[config.mk]
export PLATFORM = sky130hd
export DESIGN_NAME = shift_arbiter32
export DESIGN_NICKNAME = d
export VERILOG_FILES = /design/src/rtl/shift_arbiter32.sv
export SDC_FILE = /design/constraint.sdc
export NUM_CORES = 1
export LEC_CHECK = 0
export ABC_AREA = 1
export CAP_MARGIN = 20
export CORE_UTILIZATION = 51
export DETAILED_ROUTE_END_ITERATION = 12
export GPL_TIMING_DRIVEN = 0
export PLACE_DENSITY = 0.87
export SYNTH_ARGS = -nofsm -noshare
export SYNTH_HDL_FRONTEND = slang
export SYNTH_HIERARCHICAL = 1
export SYNTH_SLANG_ARGS = --single-unit
[constraint.sdc]
create_clock -name clk -period 5.3 [get_ports clk]
set_input_delay 1.06 -clock clk [delete_from_list [all_inputs] [get_ports clk]]
set_output_delay 1.06 -clock clk [all_outputs]
set_load 0.02 [all_outputs]
[src/rtl/shift_arbiter32.sv]
// Two-port round-robin front end for a single 32-bit right barrel shifter.
// A one-entry output register gives a fixed one-cycle latency at full throughput.

module shift_right32 (
    input  logic [31:0] inp,
    input  logic [4:0]  shamt,
    input  logic        mode,
    output logic [31:0] res
);

    logic        fill;
    logic [31:0] s1, s2, s4, s8;

    // Logarithmic stages; fill is zero for SRL and the operand sign for SRA
    always_comb begin
        fill = mode & inp[31];
        s1   = shamt[0] ? {{1{fill}},  inp[31:1]} : inp;
        s2   = shamt[1] ? {{2{fill}},  s1[31:2]}  : s1;
        s4   = shamt[2] ? {{4{fill}},  s2[31:4]}  : s2;
        s8   = shamt[3] ? {{8{fill}},  s4[31:8]}  : s4;
        res  = shamt[4] ? {{16{fill}}, s8[31:16]} : s8;
    end

endmodule

module shift_arbiter32 #(
    parameter int WIDTH = 32,
    parameter int SHW   = 5
) (
    input  logic             clk,
    input  logic             rst_n,
    input  logic             req0_valid,
    output logic             req0_ready,
    input  logic [WIDTH-1:0] req0_inp,
    input  logic [SHW-1:0]   req0_shamt,
    input  logic             req0_mode,
    input  logic             req1_valid,
    output logic             req1_ready,
    input  logic [WIDTH-1:0] req1_inp,
    input  logic [SHW-1:0]   req1_shamt,
    input  logic             req1_mode,
    output logic             res_valid,
    input  logic             res_ready,
    output logic [WIDTH-1:0] res_data,
    output logic             res_src
);

    logic             prio;
    logic             grant0, grant1;
    logic             can_accept;
    logic             accept;
    logic             sel;
    logic [WIDTH-1:0] mux_inp;
    logic [SHW-1:0]   mux_shamt;
    logic             mux_mode;
    logic [WIDTH-1:0] shift_res;

    // A lone requester always wins; prio only breaks ties
    always_comb begin
        grant0     = req0_valid && (!req1_valid || !prio);
        grant1     = req1_valid && (!req0_valid || prio);
        can_accept = !res_valid || res_ready;
        req0_ready = grant0 && can_accept;
        req1_ready = grant1 && can_accept;
        accept     = req0_ready || req1_ready;
        sel        = grant1;
        mux_inp    = sel ? req1_inp   : req0_inp;
        mux_shamt  = sel ? req1_shamt : req0_shamt;
        mux_mode   = sel ? req1_mode  : req0_mode;
    end

    shift_right32 u_shift (
        .inp   (mux_inp),
        .shamt (mux_shamt),
        .mode  (mux_mode),
        .res   (shift_res)
    );

    // A new accept overwrites the output register even while it drains
    always_ff @(posedge clk or negedge rst_n) begin
        if (!rst_n) begin
            res_valid <= 1'b0;
            res_data  <= '0;
            res_src   <= 1'b0;
            prio      <= 1'b0;
        end else if (accept) begin
            res_valid <= 1'b1;
            res_data  <= shift_res;
            res_src   <= sel;
            prio      <= ~sel;
        end else if (res_valid && res_ready) begin
            res_valid <= 1'b0;
        end
    end

endmodule

* After elaboration in Yosys (flattened, before gate mapping)
Index checks and enable logic that the tools add are counted.
** Storage, ports and cells
- Word-level logic and storage cells :: 30
- Bits of input ports :: 81
- Output and inout port bits :: 36
- Flip-flop bits (word level) :: 35
** Cells by class
- Bitwise logic cells :: 2
- Reductions and logical operators :: 14
- Multiplexer cells :: 10
** Operator list (number)
- 2-to-1 mux 32 bit :: 6
- logical AND 1 bit :: 5
- 2-to-1 mux 5 bit :: 1
- logical NOT 1 bit :: 4
- logical OR 1 bit :: 4
- 2-to-1 mux 1 bit :: 3
- nonzero test 2 bit :: 1
- bitwise AND 1 bit :: 1
- inverter 1 bit :: 1

* Logic depth before layout (Yosys ltp)
Gate-level depths: netlist (run 1).
- Depth after elaboration :: 10
- Mapped depth :: 18
- Depth with buffers taken out :: 16

* Modules after synthesis
The synthesis (run 1) kept the hierarchy.
** Modules (own cells, without submodules)
- shift_arbiter32 :: area each 1935.6 um^2, instances 1, cells an instance 282
- shift_right32 :: area each 1682.9 um^2, instances 1, cells an instance 372

* Worst setup path after synthesis (run 1)
Ideal clock, no wire load.
- Kind :: input to output
- From :: input port res_ready
- To :: output port req0_ready
- Path buffers :: 1
- Arrival time :: 1692 ps
- Required time :: 4240 ps
- Slack :: 2548 ps
- Cell stages on the path :: 5
- Cell sequence :: inv_1 > nand2_1 > nand3_2 > buf_2 > inv_1
** Between the ends
- Cells in the longest elaborated chain, start to end :: 2
** Ends and longest elaborated chain
- start: declaration :: line 43 : input logic res_ready,
- logical OR 1 bit :: line 62 : can_accept = !res_valid || res_ready;
- logical AND 1 bit :: line 63 : req0_ready = grant0 && can_accept;
- end: declaration :: line 33 : output logic req0_ready,
Every way passes these cells.

* Final worst setup path (run 1)
- From :: input port req1_valid
- To :: output port req0_ready
** Between the ends
- Cells in the longest elaborated chain, start to end :: 4
** Ends and longest elaborated chain
- start: declaration :: line 37 : input logic req1_valid,
- logical NOT 1 bit :: line 60 : grant0 = req0_valid && (!req1_valid || !prio);
- logical OR 1 bit :: line 60
- logical AND 1 bit :: line 60
- logical AND 1 bit :: line 63
Every way passes these cells.

==> results of run 1 <==
==> synth_stat cells <==
cell type,count
nand3_1,285
nand2_1,264
dfrtp_1,35
buf_2,29
clkbuf_1,12
buf_1,8
inv_1,7
inv_2,4
nor2_1,4
buf_4,3
nand3_2,2
nand2_2,1
==> metrics by stage <==
step,util,setup slack [ns]
final,0.734,1.31
after global routing,0.734,1.11
after CTS,0.734,1.31
after detailed placement,0.716,1.32
after global placement,0.717,1.37
after floorplan,-,2.55
==> worst max path at each step <==
stage	startpoint	to	cells past startpoint
global placement	req1_valid	req0_ready	6
detailed placement	req1_valid	req0_ready	6
floorplan	res_ready	req0_ready	5
finish	req1_valid	req0_ready	6
CTS	req1_valid	req0_ready	6
global route	req1_valid	req0_ready	6
==> area by class of cell <==
cell class | instances | area, sq um
buffer | 52 | 243
clock buffer | 6 | 82.6
clock inverter | 2 | 35.0
fill | 633 | 1820
inverter | 11 | 41.3
multi-input combinational | 556 | 2460
sequential | 35 | 876
tap | 96 | 120
timing repair buffer | 116 | 1160
==> worst reg2reg max path: stages (launching register included) <==
cell and delay, ns:
dfrtp_1 0.40, inv_1 0.06, nand2_1 0.13, nand2_1 0.12
clkbuf_1 0.47, nand2_1 0.10, nand2_1 0.16, buf_1 0.51
nand2_1 0.26, nand3_1 0.21, nand3_1 0.12, nand2_1 0.12
nand2_1 0.07, nand2_1 0.06
==> cells by family (layout without fill, tap and decap cells) <==
logic type             count (synthesis)  after routing  synth area share
and+or+nand+nor                      556            556             0.679
DFF                                   35             35             0.242
buffers and inverters                 63            187            0.0785
==> sequential cells by signal, indices dropped and copies added (netlist names) <==
| signal | flops |
|---|---|
| prio | 1 |
| res_data | 32 |
| res_src | 1 |
| res_valid | 1 |
==> placed cells by master (no fill, tap or decap) <==
| cell type | count |
|---|---|
| nand2_2 | 1 |
| nand2_1 | 264 |
| clkbuf_1 | 12 |
| buf_4 | 3 |
| buf_1 | 8 |
| clkinv_2 | 1 |
| nor2_1 | 4 |
| clkbuf_8 | 6 |
| inv_2 | 4 |
| inv_1 | 7 |
| dfrtp_1 | 35 |
| clkdlybuf4s50_1 | 115 |
| nand3_1 | 285 |
| buf_2 | 30 |
| bufinv_16 | 1 |
| nand3_2 | 2 |
==> metal layers <==
metal  global-route usage  part of all wire  vias up
li1                     -                 -     2443
met1                0.500              0.41     2399
met2                0.668              0.48      299
met3               0.0600             0.078       47
met4                0.168             0.033        0
met5                    0                 0        -
==> power by group <==
part           total [mW]  internal (mW)  switching [mW]
Sequential          0.422          0.363          0.0585
Clock               0.258          0.152           0.106
Combinational        1.10          0.436           0.662
==> results.sh, run 1 <==
export IMPL_post_drt_wl_per_cell_um=16.1
export IMPL_die_height_um=86.2
export IMPL_design_die_area_sq_um=7440
export IMPL_max_stage_delay_ns=0.59
export IMPL_rows=30
export IMPL_min_to="res_src"
export IMPL_cap_violations=0
export IMPL_critPathLaunchType="input pin"
export IMPL_finalCritPeriodShare=0.753
export IMPL_vias=5188
export IMPL_rsz0062_at_grt="false"
export IMPL_initialDrtViolationCount=747
export IMPL_synth_cell_types=12
export IMPL_crit_buf_inv=4
export IMPL_syn_nets=735
export IMPL_synth_top_area_cell="nand3_1"
export IMPL_synth_seq_cells=35
export IMPL_hpwl_um=11200
export IMPL_cts_made_buffers=5
export IMPL_io_pins=117
export IMPL_cpLargestDelayFamily="buffers and inverters"
export IMPL_place_area_sq_um=4890
export IMPL_slowest_stage="clkdlybuf4s50_1"
export IMPL_post_route_cells_drive_above_1_share=0.0617
export IMPL_syn_avg_cell_area_sq_um=5.53
export IMPL_holdWs_ns=0.487
export IMPL_power_mw=1.78
export IMPL_gp_congestion=1.07
export IMPL_crit_top_cell="clkdlybuf4s50_1"
export IMPL_max_slew_margin_rel=0.485
export IMPL_nets=858
export IMPL_p_leak_nw=2.59
export IMPL_min_period_ns=3.99
export IMPL_fmax_ghz=0.251
export IMPL_synth_area_leaders="nand3_1 (39%), nand2_1 (27%), dfrtp_1 (24%)"
export IMPL_endpoint_kind="output port"
export IMPL_die_x_um=86.2
export IMPL_hold_depth=2
export IMPL_ys_seq_area_frac=0.242
export IMPL_setup_viol=0
export IMPL_drc=0
export IMPL_fin_skew_ns=0.00310
export IMPL_netlist_area_sq_um=3620
export IMPL_synth_warnings=6
export IMPL_r2r_end="res_data[12]"
export IMPL_grt_max_degree=36
export IMPL_netlist_area_leader_share=0.394
export IMPL_rrSetupSlack_ns=2.46
export IMPL_ant_nets=0
export IMPL_crit_path_max_fanout=10
export IMPL_fin_area_sq_um=5010
export IMPL_post_cts_buffers=0
export IMPL_firstDrtPassIters=6
export IMPL_grt_ovfl_total=0
export IMPL_place_port_buffers=116
export IMPL_grt_pass1_vias=4834
export IMPL_grt_usage=0.394
export IMPL_cp_data_required_time_ns=4.24
export IMPL_antenna_found_initial=0
export IMPL_worst_setup_path_type="input pin to output port"
export IMPL_grt_pass1_wl_um=23000
export IMPL_layout_cells_non_filler=874
export IMPL_core_sq_um=6830
export IMPL_ir_drop_mv=0.261
export IMPL_worstPathCellList="clkdlybuf4s50_1 -> nand2_1 -> nand3_2 -> buf_2 -> inv_1 -> clkdlybuf4s50_1"
export IMPL_drt_wl_total_um=14000
export IMPL_insertion_delay_ns=0.29
export IMPL_antenna_diode_count=0
export IMPL_clockBufferDepth=2
export IMPL_cp_arrival_ns=2.93
export IMPL_cts_resized=0
export IMPL_syn_inst=654
export IMPL_cts_tree="yes"
export IMPL_power_density_nw_per_um2=355
export IMPL_worstReg2RegStart="prio"
export IMPL_status="finished clean"
export IMPL_maxSlewViolCount=0
export IMPL_dpl_cell_count=866
export IMPL_area_growth_pct=38.5
export IMPL_clk_pin_slew_ns=0.08
export IMPL_min_path_type="flop to flop"
export IMPL_vias_per_cell=5.94
export IMPL_reg2reg_depth=13
export IMPL_hold_viol=0
export IMPL_tns_ns=0
export IMPL_hold_buffers=0
export IMPL_initial_core_util=0.530
export IMPL_worst_pin_slew_ns=0.773
export IMPL_h_tree_depth=2
export IMPL_worstHoldStart="res_src"
export IMPL_cts_sinks=35
export IMPL_clockRootBuffer="clkbuf_8"
Power figures use the tool's default switching activity.
==> run 2: changes to the inputs <==
--- a/config.mk
+++ b/config.mk
@@ -7,10 +7,10 @@
 export LEC_CHECK = 0
 export ABC_AREA = 1
 export CAP_MARGIN = 20
-export CORE_UTILIZATION = 51
+export CORE_UTILIZATION = 48
 export DETAILED_ROUTE_END_ITERATION = 12
 export GPL_TIMING_DRIVEN = 0
-export PLACE_DENSITY = 0.87
+export PLACE_DENSITY = 0.83
 export SYNTH_ARGS = -nofsm -noshare
 export SYNTH_HDL_FRONTEND = slang
 export SYNTH_HIERARCHICAL = 1
==> constraint.sdc (replaced) <==
create_clock -name clk -period 4 [get_ports clk]
set_input_delay 0.8 -clock clk [delete_from_list [all_inputs] [get_ports clk]]
set_output_delay 0.8 -clock clk [all_outputs]
set_load 0.02 [all_outputs]
==> run 2 against run 1 <==
Critical path depth unchanged. Die area increased by 6.1%. Final cell count increased by 0.34%. Total power increased by 31%. Sequential share of layout area about the same. Combinational power increased by 32%. Sequential power increased by 32%. Critical path type unchanged. Via count decreased by 1.4%. First-iteration DRC count decreased by 38%.
==> results.sh, run 2 (same netlist as run 1, synthesis figures left out) <==
export IMPL_cts_made_buffers=5
export IMPL_p_leak_nw=2.58
export IMPL_antenna_diode_count=0
export IMPL_ir_drop_mv=0.346
export IMPL_endpoint_kind="output port"
export IMPL_area_growth_pct=38.5
export IMPL_clockBufferDepth=2
export IMPL_initial_core_util=0.499
export IMPL_finish_utilization=0.691
export IMPL_vias_per_cell=5.83
export IMPL_cap_violations=0
export IMPL_largest_reg_flops=32
export IMPL_worst_pin_slew_ns=0.773
export IMPL_rsz0062_at_grt="false"
export IMPL_insertion_delay_ns=0.29
export IMPL_design_die_area_sq_um=7890
export IMPL_fmax_ghz=0.292
export IMPL_grt_ovfl_total=0
export IMPL_grt_pass1_vias=4856
export IMPL_place_area_sq_um=4900
export IMPL_crit_buf_inv=4
export IMPL_nets=858
export IMPL_ant_nets=0
export IMPL_hpwl_um=11500
export IMPL_worst_setup_path_type="input pin to output port"
export IMPL_fin_skew_ns=0.00556
export IMPL_max_stage_delay_ns=0.59
export IMPL_antenna_found_initial=0
export IMPL_vias=5116
export IMPL_hold_buffers=0
export IMPL_setup_viol=0
export IMPL_crit_top_cell="clkdlybuf4s50_1"
export IMPL_core_sq_um=7250
export IMPL_drc=0
export IMPL_worstPathCellList="clkdlybuf4s50_1 -> nand2_1 -> nand3_2 -> buf_2 -> inv_1 -> clkdlybuf4s50_1"
export IMPL_status="finished clean"
export IMPL_io_pins=117
export IMPL_cp_data_required_time_ns=3.20
export IMPL_min_path_type="flop to flop"
export IMPL_finalCritPeriodShare=0.857
export IMPL_maxSlewViolCount=0
export IMPL_grt_usage=0.375
export IMPL_pre_cts_ws_ns=0.428
export IMPL_multi_input_area_sq_um=2460
export IMPL_post_route_cells_drive_above_1_share=0.0617
export IMPL_final_common_cell="nand3_1"
export IMPL_setup_slack_ns=0.574
export IMPL_die_height_um=88.8
export IMPL_power_mw=2.33
export IMPL_hold_viol=0
export IMPL_firstDrtPassIters=7
export IMPL_cpLargestDelayFamily="buffers and inverters"
export IMPL_place_port_buffers=116
export IMPL_clk_pin_slew_ns=0.07
export IMPL_h_tree_depth=2
export IMPL_cts_tree="yes"
export IMPL_initialDrtViolationCount=460
export IMPL_power_density_nw_per_um2=464
export IMPL_post_drt_wl_per_cell_um=16.0
export IMPL_most_common_layout_cells="nand3_1 (285), nand2_1 (264), clkdlybuf4s50_1 (115)"
export IMPL_slowest_stage="clkdlybuf4s50_1"
export IMPL_n_fill_cell=663
export IMPL_regMostFlops="res_data"
export IMPL_fin_area_sq_um=5010
export IMPL_die_x_um=88.8
export IMPL_cts_resized=0
export IMPL_min_period_ns=3.43
export IMPL_post_cts_buffers=0
export IMPL_max_slew_margin_rel=0.485
export IMPL_rows=31
export IMPL_grt_pass1_wl_um=22500
export IMPL_cts_sinks=35
export IMPL_crit_path_max_fanout=10
export IMPL_cp_arrival_ns=2.63
export IMPL_clockRootBuffer="clkbuf_8"
export IMPL_tns_ns=0
export IMPL_drt_wl_total_um=14000
export IMPL_gp_congestion=0.989
export IMPL_seqCellArea_sq_um=876
export IMPL_grt_max_degree=36
export IMPL_critPathLaunchType="input pin"
run 2: changes by cell type in the layout (fill, tap and decap cells not counted), sizes merged:
cell    previous run  this run
clkbuf            18        17
clkinv             1         2
run 2: final timing paths:
| kind | start | to | slack (ns) | cells after the start |
|---|---|---|---|---|
| worst max register to register | prio | res_data[7] | 1.18 | 14 |
| max in group asynchronous | rst_n | res_data[17] | 2.93 | 1 |
| worst min register to register | res_src | res_src | 0.51 | 2 |
| min in group asynchronous | rst_n | res_data[6] | 0.59 | 1 |
| worst max-delay path | req1_valid | req0_ready | 0.57 | 6 |
| worst min-delay path | res_src | res_src | 0.51 | 2 |
run 2: cell type report:
cell class | instances | share of cell area
buffer | 52 | 0.0484
clock buffer | 5 | 0.0137
clock inverter | 3 | 0.00874
inverter | 11 | 0.00824
multi-input combinational | 556 | 0.491
sequential | 35 | 0.175
tap | 99 | 0.0247
timing repair buffer | 116 | 0.231
run 2: routing by layer:
metal	GRT usage	vias to the layer above	share of wire
met3	0.0905	50	0.073
met5	0	-	0
met4	0.216	0	0.039
met1	0.441	2344	0.41
li1	-	2453	-
met2	0.624	269	0.48
run 2: stage by stage:
step           cells  hold WS, ns
3_5_place_dp     869        0.487
2_1_floorplan    654        0.463
3_3_place_gp     869        0.456
4_1_cts          877        0.506
5_1_grt          877        0.537
6_report         877        0.506
run 2: worst register-to-register path: cells and delay by family, from the launching register on:
family                 cells  cell delay [ns]
buffers and inverters      3             1.01
AND/OR/NAND/NOR           11             1.31
flip-flops                 1             0.40
run 2: power breakdown:
part | internal (mW) | switching [mW]
Clock | 0.186 | 0.136
Combinational | 0.577 | 0.871
Sequential | 0.481 | 0.0759
==> edit, RTL diff (settings of run 2) <==
Register the inputs `req0_mode` and `req1_mode` before use, without a reset. The logic sees them one clock later. The other inputs are not delayed to match.
--- a/src/rtl/shift_arbiter32.sv
+++ b/src/rtl/shift_arbiter32.sv
@@ -45,6 +45,14 @@
     output logic             res_src
 );
 
+    logic req0_mode_q;
+    logic req1_mode_q;
+
+    always_ff @(posedge clk) begin
+        req0_mode_q <= req0_mode;
+        req1_mode_q <= req1_mode;
+    end
+
     logic             prio;
     logic             grant0, grant1;
     logic             can_accept;
@@ -66,7 +74,7 @@
         sel        = grant1;
         mux_inp    = sel ? req1_inp   : req0_inp;
         mux_shamt  = sel ? req1_shamt : req0_shamt;
-        mux_mode   = sel ? req1_mode  : req0_mode;
+        mux_mode   = sel ? req1_mode_q : req0_mode_q;
     end
 
     shift_right32 u_shift (
Behaviour: not the same (Yosys sat finds a counterexample within 4 cycles, from zero or initial values and one cycle with rst_n low).
==> edit against run 2 <==
- worst setup slack got worse by 0.10 ns
- non-clock buffer count did not move
- critical path type unchanged
- sequential cell count is 2 higher
- design area up 0.87%
- wire length is 1.2% higher
- die area is 1.1% higher
- clock skew grew 0.0041 ns
- largest cell class unchanged
- total power up 2.1%
- area after synthesis increased by 1.1%
==> edit: results (changes against run 2) <==
Outcome
  • Status: complete, no violations

Setup path
  • Crit path max fanout: 10 (unchanged)
  • Critical path's top delay family: buffers and inverters
  • Arr. time, crit path: 2.73 ns (+0.10 ns)
  • Critical Path Max Stage Delay: 0.59 ns (about the same)
  • Slowest CP cell: clkdlybuf4s50_1

Global routing
  • Vias in the first global route: 4,814 (-0.86%)
  • Total Routing Usage GR: 36.9% (-0.61 points)
  • First-pass GRT wire length: 22.3 mm (-1.0%)
  • Largest net degree at the start of global routing: 36 (unchanged)
  • Antenna violations before repair: 0 (unchanged)

Synth
  • Sequential-to-total area share from yosys stat: 25.0% (+0.83 points)
  • Dominant cells by area after synthesis: nand3_1 39%, nand2_1 27%, dfrtp_1 24%
  • Syn avg cell area: 5.58 sq um (+0.80%)
  • Synth top cells by count: 285 x nand3_1, 264 x nand2_1, 35 x dfrtp_1
  • Post-synth ARST share: 94.6% (-5.4 points)
  • Main flop type after synthesis: dfrtp_1
  • Yosys warning total: 6 (unchanged)
  • Post-synthesis cell type count: 13 (+1)
  • Mapped Nets: 737 (+0.27%)

Placed design
  • Final weighted congestion in routability-driven placement: 0.975 (-1.5%)
  • PortBufs: 116 (unchanged)
  • HPWL after DPL: 11.4 mm (-0.79%)
  • Placed cells: 871 (+0.23%)

Finish
  • Reg with most FFs: res_data
  • Final #Nets: 860 (+0.23%)
  • Largest register FFs: 32 (unchanged)
  • Layout cell share with drive strength beyond 1: 6.03% (-0.14 points)
  • ANT cells: 0 (unchanged)
  • Filler instances: 674 (+1.7%)

Clock network
  • Post-CTS Setup Inserts: 0 (unchanged)
  • Clock slew at reported path FFs: 0.07 ns (about the same)
  • Clk buf depth: 2 (unchanged)
  • Insertion delay to the later sink of the worst-skew pair: 0.29 ns (about the same)
  • H-tree Lvls: 2 (unchanged)
  • Root Driver: clkbuf_8
  • Cts bufs inserted: 5 (unchanged)
  • Post_cts resized: 0 (unchanged)

Route
  • DR vias: 5,145 (+0.57%)
  • DR iter-0 viols: 494 (+7.4%)
  • Post-Route WL: 14.2 mm (+1.2%)
  • Vias per inst: 5.85 (+0.34%)
  • DR pass1 iterations: 6 (-1)

STA
  • Relative slew slack: 48.3% (-0.14 points)
  • Clock skew: 0.00965 ns (+0.00408 ns)

Pwr
  • P_leak: 2.60 nW (+0.67%)
  • Maximum vdd drop: 0.000342 V (-0.90%)

Hold path
  • Tightest Hold Check Type: flop to flop
edit: cell count changes after synthesis, sizes merged:
cell,before,now
dfxtp,0,2
edit: where the power goes:
group          switching (W)  internal (W)
Combinational       0.000884      0.000577
Clock               0.000131      0.000203
Sequential         0.0000773      0.000502
edit: per-stage QoR:
| step | instance area (sq um) | hold WS, ns | util [%] | worst slack (ns) |
|---|---|---|---|---|
| final | 5050 | 0.480 | 69.3 | 0.471 |
| after global routing | 5050 | 0.513 | 69.3 | 0.362 |
| after CTS | 5050 | 0.483 | 69.3 | 0.500 |
| after detailed placement | 4940 | 0.464 | 67.7 | 0.424 |
| after global placement | 4940 | 0.458 | 67.8 | 0.443 |
| after floorplan | 3660 | 0.463 | - | 1.61 |
edit: kinds of logic (layout without fill, tap and decap cells):
group	after synthesis	count (layout)	synth area share, %
buffers and inverters	63	187	7.76
AND/OR/NAND/NOR	556	556	67.2
flip-flops	37	37	25.0
edit: final timing paths:
check,slack [ns],from,cells after the start,endpoint
worst max-delay path,0.47,req1_valid,6,req0_ready
worst min-delay path,0.48,res_src$_DFFE_PN0P_,2,res_src$_DFFE_PN0P_
worst max register to register,1.17,prio$_DFFE_PN0P_,16,res_data[8]$_DFFE_PN0P_
worst min register to register,0.48,res_src$_DFFE_PN0P_,2,res_src$_DFFE_PN0P_
max in group asynchronous,2.92,rst_n,1,res_valid$_DFFE_PN0P_
min in group asynchronous,0.58,rst_n,1,res_data[10]$_DFFE_PN0P_
edit: layout make-up:
type | count | area (sq um) | area share [%]
Inverter | 11 | 41.3 | 0.817
Buffer | 52 | 243 | 4.80
Tap cell | 99 | 124 | 2.45
Clock buffer | 7 | 86.3 | 1.71
Sequential cell | 37 | 916 | 18.1
Multi-Input combinational cell | 556 | 2460 | 48.6
Clock inverter | 1 | 30.0 | 0.594
Timing Repair Buffer | 116 | 1160 | 22.9
edit: worst register-to-register path, delay by kind of cell (launching register included):
kind | cells | cell delay (ns)
buf+inv | 4 | 0.85
flops | 1 | 0.40
simple gates | 12 | 1.47
edit: routing by layer:
metal	share of wire (%)	vias to the layer above	global-route usage [%]
met5	0	-	0
met4	2.9	0	11.8
met3	9.2	44	6.83
met2	48	293	66.0
met1	40	2356	44.7
li1	-	2452	-
